--- config.mk ---
export PLATFORM = sky130hd
export DESIGN_NAME = alu_div24_seq_flat
export DESIGN_NICKNAME = d
export VERILOG_FILES = /design/src/rtl/alu_div24_seq_if.sv /design/src/rtl/alu_div24_seq.sv /design/src/flat_wrapper.sv
export SDC_FILE = /design/constraint.sdc
export NUM_CORES = 1
export LEC_CHECK = 0
export CORE_ASPECT_RATIO = 0.6
export CORE_MARGIN = 2
export CORE_UTILIZATION = 55
export CTS_CLUSTER_DIAMETER = 40
export DETAILED_ROUTE_END_ITERATION = 8
export DONT_BUFFER_PORTS = 1
export GPL_TIMING_DRIVEN = 0
export PLACE_DENSITY_LB_ADDON = 0.3
export SLEW_MARGIN = 20
export SYNTH_ARGS = -nofsm -noshare
export SYNTH_HDL_FRONTEND = slang
export SYNTH_SLANG_ARGS = --single-unit
--- constraint.sdc ---
create_clock -name clk -period 3.5 [get_ports clk]
set_input_delay 1.05 -clock clk [delete_from_list [all_inputs] [get_ports clk]]
set_output_delay 1.05 -clock clk [all_outputs]
set_load 0.02 [all_outputs]
--- src/rtl/alu_div24_seq_if.sv ---
// rtl/alu_div24_seq_if.sv - Start/Busy/Done handshake bundle between the CPU control unit and the 24-bit divider
//
// Signals:
//   start        control -> divider  request, sampled only when the divider is idle or done
//   a, b         control -> divider  dividend / divisor, registered on an accepted start
//   is_signed    control -> divider  1 = two's-complement operands
//   busy         divider -> control  divide in progress (control unit stalls)
//   done         divider -> control  one-cycle pulse, results valid
//   quotient     divider -> control  result quotient, held until the next accepted start
//   remainder    divider -> control  result remainder, held until the next accepted start
//   div_by_zero  divider -> control  divisor was zero for the current result
//   overflow     divider -> control  signed 0x800000 / 0xFFFFFF case
interface alu_div24_seq_if #(
    parameter int WIDTH = 24
);
    logic             start;
    logic [WIDTH-1:0] a;
    logic [WIDTH-1:0] b;
    logic             is_signed;
    logic             busy;
    logic             done;
    logic [WIDTH-1:0] quotient;
    logic [WIDTH-1:0] remainder;
    logic             div_by_zero;
    logic             overflow;

    modport master (
        output start, a, b, is_signed,
        input  busy, done, quotient, remainder, div_by_zero, overflow
    );

    modport slave (
        input  start, a, b, is_signed,
        output busy, done, quotient, remainder, div_by_zero, overflow
    );
endinterface

--- src/rtl/alu_div24_seq.sv ---
// rtl/alu_div24_seq.sv - sequential 24-bit restoring divider, one quotient bit per clock
//
// Ports:
//   clk    rising-edge clock
//   rst_n  asynchronous active-low reset
//   dif    alu_div24_seq_if.slave handshake/result bundle
//
// Build option: define DIV24_SIGNED_EN to honour is_signed (magnitude capture,
// sign fix-up in FIX, overflow detection). Without it every divide is unsigned,
// FIX still takes one cycle and overflow is tied low.
module alu_div24_seq (
    input  logic            clk,
    input  logic            rst_n,
    alu_div24_seq_if.slave  dif
);
    localparam int WIDTH = 24;

    typedef enum logic [1:0] {
        S_IDLE,
        S_RUN,
        S_FIX,
        S_DONE
    } state_t;

    state_t           state;
    state_t           state_nxt;
    logic             accept;
    logic             busy;
    logic             done;

    logic             sgn;
    logic [WIDTH-1:0] a_mag;
    logic [WIDTH-1:0] b_mag;

    // dvd shifts the dividend out of its top and the quotient bits in at the
    // bottom, so after the last iteration it holds the unsigned quotient.
    logic [WIDTH-1:0] dvd;
    logic [WIDTH-1:0] dvs;
    logic [WIDTH:0]   prem;
    logic [WIDTH:0]   shifted;
    logic [WIDTH+1:0] trial;
    logic             trial_ge;
    logic [4:0]       cnt;

    logic [WIDTH-1:0] q_fix;
    logic [WIDTH-1:0] r_fix;
    logic [WIDTH-1:0] quotient_q;
    logic [WIDTH-1:0] remainder_q;
    logic             dbz_q;

    // The partial remainder is always below the divisor, so its top bit is
    // only ever a guard bit and never feeds the next shift.
    logic             unused_prem_msb;
    assign unused_prem_msb = prem[WIDTH];

`ifdef DIV24_SIGNED_EN
    logic q_neg;
    logic r_neg;
    logic ovf_pend;
    logic ovf_q;

    assign sgn          = dif.is_signed;
    assign q_fix        = q_neg ? -dvd : dvd;
    assign r_fix        = r_neg ? -prem[WIDTH-1:0] : prem[WIDTH-1:0];
    assign dif.overflow = ovf_q;
`else
    logic unused_is_signed;

    assign unused_is_signed = dif.is_signed;
    assign sgn              = 1'b0;
    assign q_fix            = dvd;
    assign r_fix            = prem[WIDTH-1:0];
    assign dif.overflow     = 1'b0;
`endif

    assign a_mag = (sgn && dif.a[WIDTH-1]) ? -dif.a : dif.a;
    assign b_mag = (sgn && dif.b[WIDTH-1]) ? -dif.b : dif.b;

    assign shifted  = {prem[WIDTH-1:0], dvd[WIDTH-1]};
    assign trial    = {1'b0, shifted} - {2'b00, dvs};
    assign trial_ge = ~trial[WIDTH+1];

    always_ff @(posedge clk or negedge rst_n) begin
        if (!rst_n) begin
            state <= S_IDLE;
        end else begin
            state <= state_nxt;
        end
    end

    always_comb begin
        state_nxt = state;
        accept    = 1'b0;
        busy      = 1'b0;
        done      = 1'b0;
        case (state)
            S_IDLE: begin
                if (dif.start) begin
                    accept    = 1'b1;
                    state_nxt = (dif.b == '0) ? S_DONE : S_RUN;
                end
            end
            S_RUN: begin
                busy = 1'b1;
                if (cnt == 5'd0) begin
                    state_nxt = S_FIX;
                end
            end
            S_FIX: begin
                busy      = 1'b1;
                state_nxt = S_DONE;
            end
            S_DONE: begin
                done = 1'b1;
                if (dif.start) begin
                    accept    = 1'b1;
                    state_nxt = (dif.b == '0) ? S_DONE : S_RUN;
                end else begin
                    state_nxt = S_IDLE;
                end
            end
            default: state_nxt = S_IDLE;
        endcase
    end

    always_ff @(posedge clk or negedge rst_n) begin
        if (!rst_n) begin
            dvd         <= '0;
            dvs         <= '0;
            prem        <= '0;
            cnt         <= '0;
            quotient_q  <= '0;
            remainder_q <= '0;
            dbz_q       <= 1'b0;
`ifdef DIV24_SIGNED_EN
            q_neg       <= 1'b0;
            r_neg       <= 1'b0;
            ovf_pend    <= 1'b0;
            ovf_q       <= 1'b0;
`endif
        end else if (accept) begin
`ifdef DIV24_SIGNED_EN
            ovf_q <= 1'b0;
`endif
            if (dif.b == '0) begin
                // Divide-by-zero completes on the accept edge.
                quotient_q  <= '1;
                remainder_q <= dif.a;
                dbz_q       <= 1'b1;
            end else begin
                dbz_q    <= 1'b0;
                dvd      <= a_mag;
                dvs      <= b_mag;
                prem     <= '0;
                cnt      <= 5'd23;
`ifdef DIV24_SIGNED_EN
                q_neg    <= sgn & (dif.a[WIDTH-1] ^ dif.b[WIDTH-1]);
                r_neg    <= sgn & dif.a[WIDTH-1];
                ovf_pend <= sgn && (dif.a == 24'h800000) && (dif.b == 24'hFFFFFF);
`endif
            end
        end else begin
            case (state)
                S_RUN: begin
                    prem <= trial_ge ? trial[WIDTH:0] : shifted;
                    dvd  <= {dvd[WIDTH-2:0], trial_ge};
                    cnt  <= cnt - 5'd1;
                end
                S_FIX: begin
                    quotient_q  <= q_fix;
                    remainder_q <= r_fix;
`ifdef DIV24_SIGNED_EN
                    ovf_q       <= ovf_pend;
`endif
                end
                default: ;
            endcase
        end
    end

    assign dif.busy        = busy;
    assign dif.done        = done;
    assign dif.quotient    = quotient_q;
    assign dif.remainder   = remainder_q;
    assign dif.div_by_zero = dbz_q;
endmodule

--- src/flat_wrapper.sv ---
// flat-port wrapper written by rule: the top's interface ports become plain ports
module alu_div24_seq_flat 
  (clk, rst_n, dif_start, dif_a, dif_b, dif_is_signed, dif_busy, dif_done, dif_quotient, dif_remainder, dif_div_by_zero, dif_overflow);
  alu_div24_seq_if #(.WIDTH(24)) dif_i ();
  input  logic clk;
  input  logic rst_n;
  input wire logic [$bits(dif_i.start)-1:0] dif_start;
  input wire logic [$bits(dif_i.a)-1:0] dif_a;
  input wire logic [$bits(dif_i.b)-1:0] dif_b;
  input wire logic [$bits(dif_i.is_signed)-1:0] dif_is_signed;
  output wire logic [$bits(dif_i.busy)-1:0] dif_busy;
  output wire logic [$bits(dif_i.done)-1:0] dif_done;
  output wire logic [$bits(dif_i.quotient)-1:0] dif_quotient;
  output wire logic [$bits(dif_i.remainder)-1:0] dif_remainder;
  output wire logic [$bits(dif_i.div_by_zero)-1:0] dif_div_by_zero;
  output wire logic [$bits(dif_i.overflow)-1:0] dif_overflow;
  assign dif_i.start = dif_start;
  assign dif_i.a = dif_a;
  assign dif_i.b = dif_b;
  assign dif_i.is_signed = dif_is_signed;
  assign dif_busy = dif_i.busy;
  assign dif_done = dif_i.done;
  assign dif_quotient = dif_i.quotient;
  assign dif_remainder = dif_i.remainder;
  assign dif_div_by_zero = dif_i.div_by_zero;
  assign dif_overflow = dif_i.overflow;
  alu_div24_seq u_core (.clk(clk), .rst_n(rst_n), .dif(dif_i));
endmodule
==> results of run 1 <==
[final cells by class]
| class | count | area [sq um] |
|---|---|---|
| fill | 1024 | 4370 |
| multi-input combinational | 556 | 3490 |
| sequential | 128 | 3200 |
| clock buffer | 18 | 429 |
| clock inverter | 14 | 229 |
| tap | 165 | 206 |
| buffer | 39 | 169 |
| inverter | 34 | 128 |
| antenna | 1 | 2.50 |
[where the power goes]
part           internal [W]  switching, W  leakage, nW
registers           0.00206      0.000754         1.61
logic               0.00110       0.00180         1.83
clock network       0.00128      0.000711        0.314
total               0.00444       0.00326         3.75
[cells in the final DEF (no fill, tap or decap), types with 3 or more instances in the layout]
master,instances
dfrtp_1,128
ha_1,31
nand2b_1,6
a21oi_1,88
mux2i_1,16
mux2_2,25
a32oi_1,7
and4_1,3
bufinv_16,5
a21o_1,13
o21a_1,7
a211oi_1,4
buf_2,4
inv_6,3
nand3b_1,3
clkbuf_16,17
clkinv_4,3
nor2b_1,6
and3_1,3
clkbuf_1,28
nand3_1,29
and2_1,26
buf_1,3
o31ai_1,4
nand4_1,3
nor3_1,7
a31oi_1,7
o211ai_1,4
nor4_1,6
o21ai_0,48
xor2_1,10
inv_1,34
nand2_1,111
xnor2_1,8
nor2_1,45
o21ai_1,6
[path summary, 6_finish.rpt]
path / depth (start not counted) / to / from
max in group asynchronous: 0 / u_core.prem[9] / rst_n
min: 0 / u_core.dvs[22] / rst_n
max: 9 / u_core.dvd[4] / dif_b[3]
min reg2reg: 2 / u_core.dvd[6] / u_core.dvd[6]
min in group clk: 2 / u_core.dvd[6] / u_core.dvd[6]
max reg2reg: 12 / u_core.prem[22] / u_core.dvd[23]
[metrics by stage]
step	hold WS, ns	util
2_1_floorplan	0.472	-
3_3_place_gp	0.490	0.588
3_5_place_dp	0.494	0.588
4_1_cts	0.308	0.642
5_1_grt	0.304	0.642
6_report	0.326	0.643
[sequential cells by signal, summed over array words and instances, names as in the netlist]
register,flops
u_core.dvd,24
u_core.dvs,24
u_core.prem,24
u_core.cnt,5
u_core.dif.div_by_zero,1
u_core.dif.remainder,24
u_core.state,2
u_core.dif.quotient,24
[cells by family (layout without fill, tap and decap cells)]
logic type,count (synthesis),count (layout),synth area share
other,1,2,0.000538
AND/OR/NAND/NOR,257,257,0.172
flip-flops,128,128,0.459
adder cells (fa/ha/maj),32,32,0.0585
buffers and inverters,73,105,0.0421
AO/OA/AOI/OAI,206,206,0.180
XOR/XNOR,18,18,0.0226
multiplexers,42,42,0.0649
[what timing repair did]
| action | in CTS | in global routing |
|---|---|---|
| endpoints found under the hold margin | 0 | 0 |
| pin swaps | 0 | 0 |
| resized for setup | 1 | 3 |
| setup endpoints to repair | 21 | 11 |
| gates cloned | 0 | 0 |
[routing by layer]
metal / track usage / up-vias / routed length, um
met3: 0.0774 / 18 / 1520
li1: - / 2683 / -
met5: 0 / - / 0
met1: 0.412 / 2881 / 8740
met2: 0.412 / 238 / 8030
met4: 0.0722 / 0 / 182
==> metrics.cfg, run 1 <==
[sta]
slew_viol_final=0
fin_crit_sh=0.964
fin_tns_setup_ns=0
slew_headroom=0.601
worst_pin_slew_ns=0.599
layout_setup_ws_ns=0.128
period_minus_slack_ns=3.37
finalSetupViolCount=0
worst_clock_skew_ns=0.00905
hold_violations=0
rsz0062_at_grt=false
fmax_mhz=297

[placement]
io_buffers=0
hpwl_um=13800
dpl_cell_area_sq_um=7180
dp.cells=922
dpl_worst_slack_ns=-0.485
gp_congestion=0.877

[die]
die_h_um=91.2
dieWidth_um=149
die-area_sq_um=13600
fp-row-count=31
ios=104
initial_core_util=0.571
core-area_sq_um=12200

[setup_path]
startpoint_type=input pin
crit_slowest_cell=clkbuf_1
critical_path_class=input pin to flip-flop
crit_required_ns=3.83
crit_family=simple AND/OR/NAND/NOR gates
slowest_delay_ns=0.52
cp_common_cell=clkbuf_1
arrival_ns=3.70
worstPathCellList=nor4_2, and4_1, nand3_1, or2_1, clkbuf_1, o21ai_1, clkbuf_1, nand2_1, o21ai_0
ff2ff_setup_slack_ns=0.28
crit_fanout=10
critical_path_buf_inv_count=2
end_kind=flip-flop

[yosys]
synth-seq-cells=128
syn-cell-area_sq_um=6980
avgSynthCellArea_sq_um=9.22
ys_seq_area_frac=0.459
syn-num-nets=841
synth_commonest_cells=dfrtp_1, nand2_1, a21oi_1, o21ai_0, nor2_1
synth-main-ff-cell=dfrtp_1
yosysMostFrequentCell=dfrtp_1
async_reset_ff_frac=1.00
yosysTopAreaCellShare=0.459
yosys-top-cells-area=dfrtp_1, a21oi_1, nand2_1
synth_cell_types=59
yosysWarnings=0
syn_inst=757
synth_edf_count=0
synth_top_area_cell=dfrtp_1

[power_and_ir_drop]
leakage_nw=3.75
vdd_ir_drop_max_v=0.000492
fin_total_pwr_w=0.00770
power_density_nw_per_um2=980

[route]
drtIter0Drc=423
vias_per_cell=6.09
antenna_left=0
drc_errors=0
num_vias=5820
drt-pass1-iter-count=5
wl_per_cell_um=19.3
wl_um=18500

[layout]
area_delta_synth_final_pct=12.6
stdcell_area_sq_um=7850
nets=860
layoutNonFillerInstCount=955
drive_gt1_frac=0.0951

[hold_path]
holdCritPathClass=input pin to async pin

[clocking]
numCtsBuffers=17
clkSlewWorstSetupHoldPaths_ns=0.06
htree_num_levels=4
clock_latency_ns=0.42
cts_setup_buffers=0
cts_sinks=128
ctsLongestPathBuffers=2
cts_root_buffer=clkbuf_16
tritoncts=built
cts_hold_buf=0

[grt]
antenna_found_initial=0
grt_pass1_wl_um=29600
grt_pass1_vias=5775
grt_max_degree=129
grt.total_usage=0.281
grt-ovfl-total=0

[flow_run]
cap_violations=0

[run_status]
status=completed

Power figures use the tool's default switching activity.
==> run 2: changes to the inputs <==
--- a/config.mk
+++ b/config.mk
@@ -13,7 +13,7 @@
 export DONT_BUFFER_PORTS = 1
 export GPL_TIMING_DRIVEN = 0
 export PLACE_DENSITY_LB_ADDON = 0.3
-export SLEW_MARGIN = 20
+export SLEW_MARGIN = 40
 export SYNTH_ARGS = -nofsm -noshare
 export SYNTH_HDL_FRONTEND = slang
 export SYNTH_SLANG_ARGS = --single-unit
==> results of run 2 <==
The final DEF is identical to that of run 1; final timing and power are the same.
==> run 3: changes to the inputs <==
--- a/config.mk
+++ b/config.mk
@@ -5,6 +5,7 @@
 export SDC_FILE = /design/constraint.sdc
 export NUM_CORES = 1
 export LEC_CHECK = 0
+export ABC_AREA = 1
 export CORE_ASPECT_RATIO = 0.6
 export CORE_MARGIN = 2
 export CORE_UTILIZATION = 55
==> constraint.sdc (replaced) <==
create_clock -name clk -period 4.2 [get_ports clk]
set_input_delay 1.26 -clock clk [delete_from_list [all_inputs] [get_ports clk]]
set_output_delay 1.26 -clock clk [all_outputs]
set_load 0.02 [all_outputs]
==> run 3 against run 2 <==
Against the previous run: first-iteration DRC count rose by 67%; die area rose by 12%; register-to-register slack better by 1.2 ns; global-route usage rose by 2.6 points; worst hold slack gained 0.17 ns; core utilization decreased by 1.3 points; clock power is 26% lower; synthesized area up 13%; combinational power grew 68%; sequential power down 16%; critical endpoint is now u_core.dvd[18]; largest power group unchanged.
==> metrics.cfg, run 3 <==
[grt]
grt_max_degree=129  ; unchanged
grt_pass1_vias=6620  ; +15%
grt-ovfl-total=0  ; unchanged
antenna_found_initial=0  ; unchanged
grt_pass1_wl_um=35300  ; +19%
grt.total_usage=0.307  ; +0.0261

[clocking]
cts_sinks=128  ; unchanged
cts_root_buffer=clkbuf_16
ctsResizeCount=0  ; -1
ctsLongestPathBuffers=2  ; unchanged
numCtsBuffers=17  ; unchanged
htree_num_levels=4  ; unchanged
cts_hold_buf=0  ; unchanged
cts_setup_buffers=0  ; unchanged
clock_latency_ns=0.41  ; about the same
tritoncts=built
clkSlewWorstSetupHoldPaths_ns=0.06  ; about the same

[yosys]
synthSimpleGateAreaFrac=0.309  ; +0.137
synth_commonest_cells=nand2_1, inv_1, dfrtp_1, o21ai_0, nand3_1
yosys-top-cells-area=dfrtp_1, nand2_1, inv_1
synthXorXnorAreaFrac=0.0112  ; -0.0114
synth-seq-cells=128  ; unchanged
syn-num-nets=1216  ; +45%
syn_inst=1132  ; +50%
synth_top_family_by_area=simple AND/OR/NAND/NOR gates
ys_seq_area_frac=0.408  ; -0.0513
synth_cell_types=42  ; -29%
synth_fa_ha_area_frac=0.0519  ; -0.00654
yosysMostFrequentCell=nand2_1
synth_edf_count=0  ; unchanged
avgSynthCellArea_sq_um=6.94  ; -25%
synth_top_area_cell=dfrtp_1
syn-cell-area_sq_um=7860  ; +13%
synth-main-ff-cell=dfrtp_1
async_reset_ff_frac=1.00  ; unchanged
synth.area.mux_share=0  ; -0.0649
yosysWarnings=0  ; unchanged
yosysTopAreaCellShare=0.408  ; -0.0513
synth_compound_gate_area_share=0.101  ; -0.0789

[placement]
hpwl_um=17000  ; +23%
dpl_cell_area_sq_um=8100  ; +13%
io_buffers=0  ; unchanged
gp_congestion=0.988  ; +13%

[route]
drt-pass1-iter-count=5  ; unchanged
drtIter0Drc=705  ; +67%
antenna_left=0  ; unchanged
vias_per_cell=5.35  ; -12%
drc_errors=0  ; unchanged
wl_um=22400  ; +22%
num_vias=7243  ; +24%
wl_per_cell_um=16.6  ; -14%

[setup_path]
r2r-start=u_core.state[1]
arrival_ns=2.95  ; -0.75 ns
r2r_cells=8  ; -4
end_kind=flip-flop
crit_slowest_cell=clkbuf_1
path_depth=8  ; -1
slowest_delay_ns=0.49  ; -0.03 ns
crit_required_ns=4.46  ; +0.63 ns
critical_path_buf_inv_count=3  ; +1
ff2ff_setup_slack_ns=1.52  ; +1.24 ns
crit_fanout=10  ; unchanged
crit_family=buffers and inverters
worstPathCellList=inv_1, ha_1, nor2_2, nor2_2, inv_1, nand2_2, clkbuf_1, o21ai_0
critical_path_class=flip-flop to flip-flop
cp-startpoint=u_core.state[1]
startpoint_type=flip-flop
r2r-end=u_core.dvd[18]
setup.worst_path.end=u_core.dvd[18]

[layout]
final_common_cell=nand2_1
stdcell_area_sq_um=8680  ; +11%
final_cell_mix=nand2_1, inv_1, dfrtp_1
nFillCells=1227  ; +20%
nets=1235  ; +44%
area_delta_synth_final_pct=10.5
drive_gt1_frac=0.0705  ; -0.0245
diodes=0  ; -1

[sta]
finalSetupViolCount=0  ; unchanged
slew_viol_final=0  ; unchanged
fin_crit_sh=0.639
fin_tns_setup_ns=0  ; unchanged
slew_headroom=0.531  ; -0.0698
fmax_mhz=373
period_minus_slack_ns=2.68
worst_pin_slew_ns=0.704  ; +0.105 ns
worst_clock_skew_ns=0.00814  ; -0.000907 ns
hold_violations=0  ; unchanged
rsz0062_at_grt=false

[die]
die-area_sq_um=15300  ; +12%
initial_core_util=0.570  ; -0.00143
die_h_um=96.6  ; +5.8%
ios=104  ; unchanged
fp-row-count=33  ; +6.5%
core-area_sq_um=13800  ; +13%
dieWidth_um=158  ; +5.9%

[flow_run]
cap_violations=0  ; unchanged

[power_and_ir_drop]
p_int_w=0.00420  ; -5.3%
power_density_nw_per_um2=1000  ; +2.1%
power_frac_comb=0.558  ; +0.182
switchingPower_w=0.00449  ; +38%
vdd_ir_drop_max_v=0.000431  ; -12%
seq_power_share=0.271  ; -0.095
p_sw_frac=0.517  ; +0.0932
p_clk_frac=0.170  ; -0.088
leakage_nw=4.75  ; +27%

[hold_path]
worstHoldStart=u_core.cnt[4]
holdCritPathClass=flip-flop to flip-flop

[run_status]
status=completed

==> run 3: cell count changes after synthesis, moves of 10 or more <==
cell,previous run,this run
nand4_1,3,13
and2_1,26,2
a21oi_1,88,14
inv_1,34,185
nand2_1,111,411
mux2_2,25,0
o21ai_0,48,117
nand3_1,29,65
mux2i_1,16,0
a21o_1,13,0
==> run 3: cell type report <==
| cell class | count | area [sq um] | area share |
|---|---|---|---|
| multi-input cells | 769 | 3720 | 0.429 |
| flip-flops and latches | 128 | 3200 | 0.369 |
| inverters | 195 | 732 | 0.0843 |
| clock buffers | 19 | 453 | 0.0522 |
| well taps | 192 | 240 | 0.0277 |
| plain buffers | 40 | 195 | 0.0225 |
| clock inverters | 12 | 135 | 0.0156 |
==> run 3: cells by family after synthesis <==
group,after synthesis
adder cells (fa/ha/maj),32
buffers and inverters,235
other,1
AO/OA/AOI/OAI,150
AND/OR/NAND/NOR,576
flip-flops,128
XOR/XNOR,10
==> run 3: layer usage <==
layer,GRT usage,up-vias,routed length (um)
met1,0.490,3348,11200
met4,0.0646,0,189
li1,-,3544,-
met2,0.397,329,8400
met3,0.0928,22,2650
met5,0,-,0
==> run 3: power by group through the flow <==
stage                     clock network, W  logic [W]  registers, W
after floorplan                          0    0.00353       0.00225
after global placement                   0    0.00460       0.00235
after detailed placement                 0    0.00467       0.00236
after CTS                          0.00149    0.00474       0.00235
after global routing               0.00155    0.00546       0.00242
final                              0.00148    0.00485       0.00236
==> run 3: metrics by stage <==
step | total power [W] | setup slack, ns | util | instances | hold WS (ns)
final | 0.00869 | 1.52 | 0.630 | 1355 | 0.493
after global routing | 0.00944 | 1.36 | 0.630 | 1355 | 0.513
after CTS | 0.00859 | 1.57 | 0.630 | 1355 | 0.492
after detailed placement | 0.00703 | 1.28 | 0.587 | 1324 | 0.477
after global placement | 0.00695 | 1.30 | 0.587 | 1324 | 0.468
after floorplan | 0.00578 | 1.85 | - | 1132 | 0.449
==> run 3: worst min-delay path, cell delays in order, from the launching register on <==
cell and delay [ns]:
dfrtp_1 0.34, nand2_1 0.05, nand3_1 0.06
==> run 3: how the worst min path moves through the flow <==
stage,to,cells after the start,slack [ns]
5_1_grt,u_core.dvs[5],2,0.51
6_report,u_core.cnt[4],2,0.49
3_3_place_gp,u_core.dvs[9],2,0.47
4_1_cts,u_core.dvs[17],2,0.49
3_5_place_dp,u_core.dvs[17],2,0.48
2_1_floorplan,u_core.dvd[0],2,0.45
